**src/rtl/display_scan_controller.sv**
```systemverilog
// Time-multiplexed 7-segment digit scanner: blanking gap before each digit,
// masked-digit skipping and an end-of-frame pulse.
module display_scan_controller #(
    parameter int unsigned PRESCALE   = 1000,
    parameter int unsigned BLANK      = 4,
    parameter int unsigned NUM_DIGITS = 8
) (
    input  logic       clock,
    input  logic       reset,
    input  logic       enable,
    input  logic [7:0] digit_mask,
    output logic [2:0] sel,
    output logic [7:0] anode,
    output logic       blank,
    output logic       frame_done
);

    localparam int unsigned CNT_MAX = (PRESCALE > BLANK) ? PRESCALE : BLANK;
    localparam int unsigned CW      = $clog2(CNT_MAX + 1);
    localparam logic [CW-1:0] BLANK_LOAD = CW'(BLANK - 1);
    localparam logic [CW-1:0] SHOW_LOAD  = CW'(PRESCALE - 1);
    localparam logic [7:0]    DIGIT_BITS = 8'((1 << NUM_DIGITS) - 1);

    typedef enum logic [1:0] {S_IDLE, S_BLANK, S_SHOW} state_t;

    state_t        state, state_nxt;
    logic [CW-1:0] cnt, cnt_nxt;
    logic [2:0]    sel_nxt;
    logic [7:0]    anode_nxt;
    logic          blank_nxt;
    logic          frame_done_nxt;
    logic [7:0]    eff_mask;
    logic [3:0]    hit_low, hit_here, hit_next;

    // Returns {found, index} of the first set bit at or after start, wrapping
    // modulo NUM_DIGITS; scanning offsets high-to-low leaves the nearest hit.
    function automatic logic [3:0] find_from(input logic [7:0] m, input int unsigned start);
        logic [3:0] r;
        logic [2:0] idx;
        r = '0;
        for (int unsigned i = 0; i < NUM_DIGITS; i++) begin
            idx = 3'((start + (NUM_DIGITS - 1 - i)) % NUM_DIGITS);
            if (m[idx]) r = {1'b1, idx};
        end
        return r;
    endfunction

    assign eff_mask = digit_mask & DIGIT_BITS;
    assign hit_low  = find_from(eff_mask, 0);
    assign hit_here = find_from(eff_mask, int'(sel));
    assign hit_next = find_from(eff_mask, int'(sel) + 1);

    always_comb begin
        state_nxt      = state;
        cnt_nxt        = cnt;
        sel_nxt        = sel;
        anode_nxt      = anode;
        blank_nxt      = blank;
        frame_done_nxt = 1'b0;
        if (!enable) begin
            state_nxt = S_IDLE;
            cnt_nxt   = '0;
            sel_nxt   = '0;
            anode_nxt = '0;
            blank_nxt = 1'b1;
        end else begin
            case (state)
                S_IDLE: begin
                    state_nxt = S_BLANK;
                    sel_nxt   = hit_low[3] ? hit_low[2:0] : '0;
                    cnt_nxt   = BLANK_LOAD;
                    anode_nxt = '0;
                    blank_nxt = 1'b1;
                end
                S_BLANK: begin
                    if (cnt != '0) begin
                        cnt_nxt = cnt - CW'(1);
                    end else if (eff_mask[sel]) begin
                        state_nxt = S_SHOW;
                        cnt_nxt   = SHOW_LOAD;
                        anode_nxt = 8'd1 << sel;
                        blank_nxt = 1'b0;
                    end else begin
                        if (hit_here[3]) sel_nxt = hit_here[2:0];
                        cnt_nxt = BLANK_LOAD;
                    end
                end
                S_SHOW: begin
                    if (cnt != '0) begin
                        cnt_nxt = cnt - CW'(1);
                    end else begin
                        state_nxt = S_BLANK;
                        cnt_nxt   = BLANK_LOAD;
                        anode_nxt = '0;
                        blank_nxt = 1'b1;
                        if (hit_next[3]) begin
                            sel_nxt        = hit_next[2:0];
                            frame_done_nxt = (hit_next[2:0] <= sel);
                        end
                    end
                end
                default: state_nxt = S_IDLE;
            endcase
        end
    end

    always_ff @(posedge clock) begin
        if (reset) begin
            state      <= S_IDLE;
            cnt        <= '0;
            sel        <= '0;
            anode      <= '0;
            blank      <= 1'b1;
            frame_done <= 1'b0;
        end else begin
            state      <= state_nxt;
            cnt        <= cnt_nxt;
            sel        <= sel_nxt;
            anode      <= anode_nxt;
            blank      <= blank_nxt;
            frame_done <= frame_done_nxt;
        end
    end

endmodule

```
**config.mk**
```make
export PLATFORM = sky130hd
export DESIGN_NAME = display_scan_controller
export DESIGN_NICKNAME = d
export VERILOG_FILES = /design/src/rtl/display_scan_controller.sv
export SDC_FILE = /design/constraint.sdc
export NUM_CORES = 1
export LEC_CHECK = 0
export BUFFER_PORTS_ARGS = -buffer_cell sky130_fd_sc_hd__buf_2
export CORE_ASPECT_RATIO = 1.4
export CORE_UTILIZATION = 55
export DETAILED_ROUTE_END_ITERATION = 12
export PLACE_DENSITY = 0.7
export SETUP_SLACK_MARGIN = 0.4
export SLEW_MARGIN = 20
export SYNTH_ARGS = -nofsm -noshare
export SYNTH_HDL_FRONTEND = slang
export SYNTH_SLANG_ARGS = --single-unit
```
**constraint.sdc**
```tcl
create_clock -name clock -period 4.62 [get_ports clock]
set_input_delay 0.462 -clock clock [delete_from_list [all_inputs] [get_ports clock]]
set_output_delay 0.462 -clock clock [all_outputs]
set_load 0.01 [all_outputs]
```
==> flow_metrics.tcl <==
set metrics [dict create \
    synth_edf_count 0 \
    numPortBuffers 23 \
    ys.flop_type "dfxtp_1" \
    rows 30 \
    drtPass1Iterations 4 \
    dpl_worst_slack_ns 0.5472 \
    swShare_pct 42.52 \
    pwr-share-comb_pct 55.6 \
    initial_core_util_pct 57.15 \
    fin_tns_setup_ns 0 \
    cts-htree-levels 1 \
    cts_root_buffer "clkbuf_8" \
    place_hpwl_um 5577 \
    min_to "anode[2]$_SDFFE_PP0P_" \
    grt_pass1_wl_um 12240 \
    cts_hold_buf 0 \
    area_growth_pct 7.941 \
    die-width_um 62.18 \
    diodes 0 \
    hold_slack_ns 0.4516 \
    cp-start-kind "register" \
    drt-wirelength-per-cell_um 16.58 \
    yosys.cell_types.count 58 \
    synth_warnings 0 \
    clkPwrFrac_pct 16.5 \
    seqPwrFrac_pct 27.9 \
    period_minus_slack_ns 3.928 \
    antenna_found_initial 0 \
    avgSynthCellArea_um2 7.856 \
    synth_fp_nets 382 \
    status "complete, no violations" \
    maxCapViolations 0 \
    vdd_drop_max_mv 0.1443 \
    drc 0 \
    fp.dieH_um 86.26 \
    antenna_left 0 \
    rrSetupSlack_ns 0.69 \
    rr_startpoint "sel[0]$_SDFFE_PP0P_" \
    whs_path_depth 2 \
    finClkSkew_ns 0.01074 \
    leakagePower_nw 1.146 \
    finalMaxSlewViolations 0 \
    r2r_end "frame_done$_SDFF_PP0_" \
    tightest_slew_ns 0.8425 \
    via_count 2767 \
    required_ns 4.80 \
    num_io_pins 24 \
    setup_viol 0 \
    cts_tree "done" \
    worstRegToRegCells 17 \
    grt_max_degree 31 \
    clk_pin_slew_worst_paths_ns 0.10 \
    die_area_mm2 0.005363 \
    max_slew_margin_pct 43.83 \
    crit_start "sel[0]$_SDFFE_PP0P_" \
    path_class "reg -> reg" \
    worst-path-max-fanout 14 \
    syn_inst 355 \
    synth_area_mm2 0.002789 \
    p_per_area_mw_per_mm2 267.3 \
    cp.arrival_ns 4.11 \
    synth_seq_cells 25 \
    p_switching_uw 342.1 \
    clock_sinks 25 \
    p_int_uw 462.5 \
    end_kind "register" \
    rsz0062_at_grt "no" \
    max_clock_freq_mhz 254.6 \
    hold_start "anode[2]$_SDFFE_PP0P_" \
    grt_usage_pct 28.13 \
    nets 394 \
    hold_viol_final 0 \
    insertion_delay_ns 0.27 \
    dpl_cell_area_mm2 0.002930 \
    fin_ws_ns 0.6917 \
    core-area_mm2 0.004880 \
    cts_resized 0 \
    postCtsSetupRepairBufs 0 \
    drive_gt1_share_pct 16.39 \
    grt_pass1_vias 2625 \
    min_path_type "reg -> reg" \
    total_power_uw 804.6 \
    async_flop_share_pct 0 \
    drt_iter0_drc 188 \
    numCtsBuffers 3 \
    min_period_over_period_pct 85.03 \
    via_per_inst 6.435 \
    yosysSeqAreaShare_pct 17.95 \
    clock_path_buffers 2 \
    wl_um 7129 \
    design_area_mm2 0.003010 \
    gr-total-overflow 0 \
    gp_congestion 0.9456 \
]
-- critical path, stage by stage (launching register included) --
cell      delay [ns]
dfxtp_1         0.32
buf_4           0.16
ha_1            0.19
buf_4           0.18
ha_1            0.37
buf_4           0.23
xnor2_1         0.26
mux2i_1         0.41
nor3b_1         0.10
a311oi_1        0.25
a32oi_1         0.15
a31oi_1         0.19
ha_1            0.26
nor2b_1         0.13
o21a_1          0.16
o21ai_0         0.14
nand3_1         0.10
a211oi_1        0.24
-- cell type report --
| class | instances | area, µm² |
|---|---|---|
| Tap cell | 64 | 80.08 |
| Clock inverter | 1 | 7.507 |
| Clock buffer | 3 | 41.29 |
| Fill cell | 453 | 1869 |
| Inverter | 16 | 60.06 |
| Multi-Input combinational cell | 289 | 2126 |
| Timing Repair Buffer | 32 | 195.2 |
| Sequential cell | 25 | 500.5 |
-- layout by cell type (no fill, tap or decap), types with 3 or more instances in the layout --
cell        n
ha_1       15
a21oi_1    32
or3_1       4
nor2b_1     3
mux2i_1    17
xor2_1      3
a2111oi_0   4
inv_1      15
xnor2_1     3
nand2_1    33
dfxtp_1    25
o21ai_0    21
mux2_2      4
a311o_1     3
and2_1      3
clkbuf_8    3
nand4_1     5
buf_4       8
nand3b_1    4
o21a_1      3
a22o_1      3
o22ai_1     4
nor2_1     37
a211oi_1    7
nand3_1    10
o211ai_1    4
buf_2      23
a22oi_1     3
o2111ai_1   3
mux4_2     13
a31oi_1     5
nor3_1      8
-- routing by layer --
layer	global-route usage [%]	part of all wire, %
met5	0	0
met4	13.53	3.6
met3	1.184	3.8
met2	51.95	52
met1	33.44	40
-- flip-flops by register name, summed over array words and instances (netlist names) --
register / cells
blank: 1
state: 2
cnt: 10
sel: 3
anode: 8
frame_done: 1
-- kinds of logic (layout without fill, tap and decap cells) --
kind of cell,Yosys count,after routing,share of synthesized area [%]
AND/OR/NAND/NOR,118,118,20.28
AO/OA/AOI/OAI,113,113,26.60
flip-flops,25,25,17.95
XOR/XNOR,7,7,2.468
multiplexers,35,35,19.02
buffers and inverters,41,52,6.505
adder cells (fa/ha/maj),16,16,7.178
-- metrics by stage --
stage                     utilization (%)  instances
after global placement              60.05        426
after CTS                           61.05        430
after global routing                61.69        430
final                               61.69        430
after floorplan                         -        355
after detailed placement            60.05        426
-- power groups by stage --
| stage | clock, mW | sequential [mW] | combinational [mW] |
|---|---|---|---|
| after floorplan | 0 | 0.231 | 0.342 |
| after global placement | 0 | 0.229 | 0.428 |
| after detailed placement | 0 | 0.229 | 0.431 |
| after CTS | 0.135 | 0.224 | 0.433 |
| after global routing | 0.142 | 0.225 | 0.497 |
| final | 0.133 | 0.224 | 0.447 |
-- synthesized netlist by cell type, types with 4 or more instances --
| cell | n | share of area [%] |
|---|---|---|
| or3_1 | 4 | 0.90 |
| nand3_1 | 10 | 1.8 |
| dfxtp_1 | 25 | 18 |
| o22ai_1 | 4 | 0.90 |
| a31oi_1 | 5 | 1.1 |
| o211ai_1 | 4 | 1.1 |
| o21ai_0 | 21 | 3.8 |
| nor2_1 | 37 | 5.0 |
| ha_1 | 16 | 7.2 |
| a2111oi_0 | 4 | 1.3 |
| mux4_2 | 13 | 10 |
| mux2i_1 | 17 | 6.1 |
| nand2_1 | 33 | 4.4 |
| a21oi_1 | 32 | 5.7 |
| nor3_1 | 8 | 1.4 |
| nand4_1 | 5 | 1.1 |
| buf_2 | 4 | 0.72 |
| nand3b_1 | 4 | 1.1 |
| mux2_2 | 4 | 1.6 |
| a211oi_1 | 7 | 1.9 |
| inv_1 | 15 | 2.0 |
| clkbuf_1 | 18 | 2.4 |
-- worst max path at each step --
stage | slack, ns | to
CTS | 0.52 | frame_done$_SDFF_PP0_
detailed placement | 0.55 | frame_done$_SDFF_PP0_
floorplan | 0.50 | frame_done$_SDFF_PP0_
global placement | 0.67 | frame_done$_SDFF_PP0_
finish | 0.69 | frame_done$_SDFF_PP0_
global route | 0.43 | frame_done$_SDFF_PP0_
Power figures use the tool's default switching activity.
